### src/rtl/tdm_pkg.sv
// Shared types and helpers for the time-division channel selector.
// State encoding, mode constants and the select-width function.
package tdm_pkg;

    typedef enum logic {
        S_MAN  = 1'b0,
        S_SCAN = 1'b1
    } state_e;

    localparam logic MODE_MAN  = 1'b0;
    localparam logic MODE_SCAN = 1'b1;

    function automatic int clog2(input int n);
        int r;
        r = 0;
        for (int i = 0; i < 31; i++) begin
            if ((1 << i) < n) r = i + 1;
        end
        return (r < 1) ? 1 : r;
    endfunction

endpackage

### src/rtl/dwell_counter.sv
// Counts cycles spent on one channel; tc marks the last cycle of a dwell.
// clr restarts the dwell, en freezes the count while low.
module dwell_counter #(
    parameter int DWELL = 2
) (
    input  logic Clock,
    input  logic Resetn,
    input  logic en,
    input  logic clr,
    output logic tc
);

    localparam logic [7:0] LAST = 8'(DWELL - 1);

    logic [7:0] cnt_q, cnt_d;

    assign tc = en && (cnt_q == LAST);

    always_comb begin
        cnt_d = cnt_q;
        if (clr) begin
            cnt_d = '0;
        end else if (tc) begin
            cnt_d = '0;
        end else begin
            cnt_d = cnt_q + 8'd1;
        end
    end

    always_ff @(posedge Clock or negedge Resetn) begin
        if (!Resetn) begin
            cnt_q <= '0;
        end else if (en) begin
            cnt_q <= cnt_d;
        end
    end

endmodule

### src/rtl/tdm_sel_mux.sv
// Registered N-to-1 channel selector with manual and auto-scan modes.
// f and ch always update together, so ch names the source of f.
module tdm_sel_mux
    import tdm_pkg::*;
#(
    parameter int N     = 4,
    parameter int W     = 1,
    parameter int DWELL = 2,
    localparam int SW   = clog2(N)
) (
    input  logic            Clock,
    input  logic            Resetn,
    input  logic [N*W-1:0]  x,
    input  logic [SW-1:0]   s,
    input  logic            mode,
    input  logic            hold,
    output logic [W-1:0]    f,
    output logic [SW-1:0]   ch,
    output logic            wrap
);

    state_e        state_q, state_d;
    logic [SW-1:0] ch_q, ch_d, ch_inc;
    logic [W-1:0]  f_q;
    logic          wrap_q, wrap_d;
    logic          chg, tc, last;

    assign state_d = (mode == MODE_SCAN) ? S_SCAN : S_MAN;
    assign chg     = (state_d != state_q);
    assign last    = (ch_q == SW'(N - 1));
    assign ch_inc  = last ? '0 : ch_q + SW'(1);

    dwell_counter #(
        .DWELL (DWELL)
    ) u_dwell (
        .Clock  (Clock),
        .Resetn (Resetn),
        .en     (~hold),
        .clr    (chg),
        .tc     (tc)
    );

    // Entering scan keeps the current channel for a full dwell.
    always_comb begin
        ch_d   = ch_q;
        wrap_d = 1'b0;
        if (state_d == S_MAN) begin
            if (int'(s) < N) ch_d = s;
        end else if (!chg && tc) begin
            ch_d   = ch_inc;
            wrap_d = last;
        end
    end

    always_ff @(posedge Clock or negedge Resetn) begin
        if (!Resetn) begin
            state_q <= S_MAN;
            ch_q    <= '0;
            f_q     <= '0;
            wrap_q  <= 1'b0;
        end else if (hold) begin
            wrap_q  <= 1'b0;
        end else begin
            state_q <= state_d;
            ch_q    <= ch_d;
            f_q     <= x[int'(ch_d)*W +: W];
            wrap_q  <= wrap_d;
        end
    end

    assign f    = f_q;
    assign ch   = ch_q;
    assign wrap = wrap_q;

endmodule

### config.mk
export PLATFORM = sky130hd
export DESIGN_NAME = tdm_sel_mux
export DESIGN_NICKNAME = d
export VERILOG_FILES = /design/src/rtl/tdm_pkg.sv /design/src/rtl/dwell_counter.sv /design/src/rtl/tdm_sel_mux.sv
export SDC_FILE = /design/constraint.sdc
export NUM_CORES = 1
export LEC_CHECK = 0
export CORE_UTILIZATION = 49
export CTS_CLUSTER_SIZE = 28
export DETAILED_ROUTE_END_ITERATION = 6
export PLACE_DENSITY_LB_ADDON = 0.15
export SLEW_MARGIN = 20
export SYNTH_ARGS = -nofsm -noshare
export SYNTH_HDL_FRONTEND = slang
export SYNTH_HIERARCHICAL = 1
export SYNTH_SLANG_ARGS = --single-unit
### constraint.sdc
create_clock -name Clock -period 2.8 [get_ports Clock]
set_clock_uncertainty 0.1 [all_clocks]
set_input_delay 0.7 -clock Clock [delete_from_list [all_inputs] [get_ports Clock]]
set_output_delay 0.7 -clock Clock [all_outputs]
set_load 0.01 [all_outputs]
==> reports/results.tsv <==
stage	metric	value	unit
worst_setup_path	crit_chain	inv_1, ha_1, nor4b_1, and3_1, nand4bb_1, a31o_2, a2111oi_2, a211oi_1	
cells_and_area	num-fill-cells	116	
cts	cts.path.max_buffers	2	
worst_setup_path	rrSetupSlack	0.24	ns
logic_synthesis	synth_fp_nets	88	
global_routing	gr-total-overflow	0	
logic_synthesis	yosys_warnings	6	
floorplanning	start_util	55.1	%
floorplanning	die-area	1680	µm²
routing	vias	601	
logic_synthesis	synthCells	75	
sta	drv_slew	0	
logic_synthesis	synth_area	743	µm²
worst_setup_path	worstPathRequired	2.85	ns
logic_synthesis	post-synth-top-count-cell	dfrtp_1	
routing	drc	0	
logic_synthesis	yosysSeqAreaShare	43.8	%
cts	cts_setup_buffers	0	
cts	clk_pin_slew	0.07	ns
run	drv_cap	0	
worst_setup_path	r2r_cells	8	
global_routing	grt_first_pass_wirelength	2440	µm
worst_setup_path	r2r_end	f	
place	gp_congestion	0.757	
cts	htree_levels	1	
power	p_leak	0.403	nW
routing	maxUsedRoutingLayer	met4	
cts	cts_root_buf	clkbuf_4	
min_path	holdCritPathClass	reg2reg	
routing	routed-wl-met3	62	µm
sta	period_share	91.3	%
cts	cts_made_buffers	3	
power	comb_power_share	28.8	%
logic_synthesis	synth_commonest_cells	dfrtp_1, nor2_1, nand2_1	
logic_synthesis	postSynthAreaPerCell	9.91	µm²
min_path	min-delay-start	u_dwell/cnt_q[7]	
worst_setup_path	arrival	2.61	ns
logic_synthesis	synth_edf_count	0	
cts	clk_latency	0.28	ns
cts	clock_sinks	13	
sta	clock.fmax	391	MHz
worst_setup_path	critPathBufInv	1	
place	placed_area	897	µm²
floorplanning	die_w	40.9	µm
routing	met1_length	760	µm
routing	wl	1490	µm
cells_and_area	drive_gt1_share	12.0	%
floorplanning	io_pins	14	
logic_synthesis	ys_ff_latch	13	
sta	min_period	2.56	ns
worst_setup_path	cp_max_fo	5	
worst_setup_path	worstSetupStartpointType	flop	
power	ir_drop	0.000316	V
worst_setup_path	crit_family	simple AND/OR/NAND/NOR gates	
cells_and_area	antenna_cells	0	
sta	final-setup-viol-count	0	
worst_setup_path	max_stage_delay	0.44	ns
global_routing	grt_max_degree	14	
min_path	hold_end	u_dwell/cnt_q[7]	
logic_synthesis	synth_area_leaders	dfrtp_1, ha_1, xor2_1	
min_path	worstHoldPathCells	1	
routing	drtIter0Drc	18	
global_routing	grt_pass1_vias	519	
cts	ctsResizeCount	0	
sta	tns	0	ns
sta	finalHoldViolCount	0	
routing	routed_via_density	5.62	
power	p_switching	0.151	mW
place	portBuffers	13	
worst_setup_path	cp-end-kind	flop	
logic_synthesis	async_reset_ff_share	100	%
floorplanning	fp-row-count	13	
global_routing	grt_use_total	23.4	%
worst_setup_path	rr_startpoint	u_dwell/cnt_q[1]	
power	intPower	0.340	mW
sta	worst-slew-pin-transition	0.521	ns
routing	drtPass1Iterations	4	
run_status	outcome	finished clean	
logic_synthesis	synth_cell_type_count	33	
sta	rsz0062_at_grt	no	
cells_and_area	fin_area	923	µm²
logic_synthesis	synth_area_leader_cell	dfrtp_1	
routing	ant_nets	0	
cts	cts-hold-fix-buffers	0	
global_routing	antenna_found_initial	0	
cts	cts_tree	done	
worst_setup_path	worstSetupPathType	reg2reg	
worst_setup_path	cp_slowest_cell	nor4b_1	
cells_and_area	area_delta_synth_final	24.2	%
routing	routedWlPerCell	13.9	µm
floorplanning	core_area	1350	µm²
power	power_density	532	nW/µm²
routing	routed-wl-met2	658	µm
cells_and_area	layout.nets	106	
floorplanning	die_h	40.9	µm
sta	slew_headroom	64.8	%
power	clockPowerShare	22.8	%
power	seqPwrFrac	48.3	%
logic_synthesis	synth_top_area_share	43.8	%
power	switching_share	30.7	%
logic_synthesis	ys.flop_type	dfrtp_1	
place	hpwlAfterDp	1120	µm
[layout make-up]
class / instances / area (µm²) / area share (%)
tap: 15 / 18.8 / 2.03
multi-input combinational: 56 / 393 / 42.5
clock buffer: 4 / 26.3 / 2.85
timing repair buffer: 15 / 145 / 15.7
sequential: 13 / 325 / 35.2
inverter: 4 / 15.0 / 1.63
[kinds of logic (layout without fill, tap and decap cells)]
logic type	count (synthesis)	after routing	share of synthesized area (%)
simple gates	29	29	20.9
compound gates	16	16	16.8
flops	13	13	43.8
buf+inv	6	23	3.37
xor+xnor	5	5	5.89
fa+ha+maj	3	3	5.05
mux	3	3	4.21
[power groups by stage]
stage               combinational [mW]  clock [mW]  sequential (mW)
floorplan                       0.0882           0            0.237
global placement                 0.139           0            0.239
detailed placement               0.140           0            0.240
CTS                              0.141       0.116            0.237
global route                     0.158       0.124            0.242
finish                           0.142       0.112            0.237
[stage by stage]
stage	power [mW]	utilization [%]	hold WS, ns	cells	setup slack, ns
after floorplan	0.326	-	0.304	75	0.610
after detailed placement	0.381	66.5	0.387	103	0.166
after CTS	0.494	68.4	0.399	107	0.292
after global placement	0.378	66.5	0.368	103	0.258
after global routing	0.524	68.4	0.430	107	0.103
final	0.491	68.4	0.405	107	0.243
[worst max path at each step]
stage	start	endpoint	slack (ns)	cells past startpoint
floorplan	hold	f	0.61	7
global placement	hold	f	0.26	7
detailed placement	hold	f	0.17	7
CTS	u_dwell/cnt_q[1]	f	0.29	8
global route	u_dwell/cnt_q[1]	f	0.10	8
finish	u_dwell/cnt_q[1]	f	0.24	8
[flip-flops by register name, indices dropped and copies added, names as in the netlist]
name           flops
u_dwell/cnt_q      8
ch                 2
f                  1
state_q            1
wrap               1
[routing by layer]
| metal | up-vias | global-route usage, % |
|---|---|---|
| li1 | 305 | - |
| met1 | 285 | 33.4 |
| met2 | 9 | 32.4 |
| met3 | 2 | 9.78 |
| met4 | 0 | 5.00 |
| met5 | - | 0 |
[cells in the final DEF (no fill, tap or decap), types with 2 or more instances in the layout]
master	count
a21bo_2	2
a31oi_1	4
and2_1	2
buf_4	2
clkbuf_4	3
clkdlybuf4s50_1	13
dfrtp_1	13
ha_1	3
inv_1	4
mux2i_1	2
nand2_1	7
nand4_1	3
nor2_1	8
xor2_1	4
(Power assumes the default switching activity.)
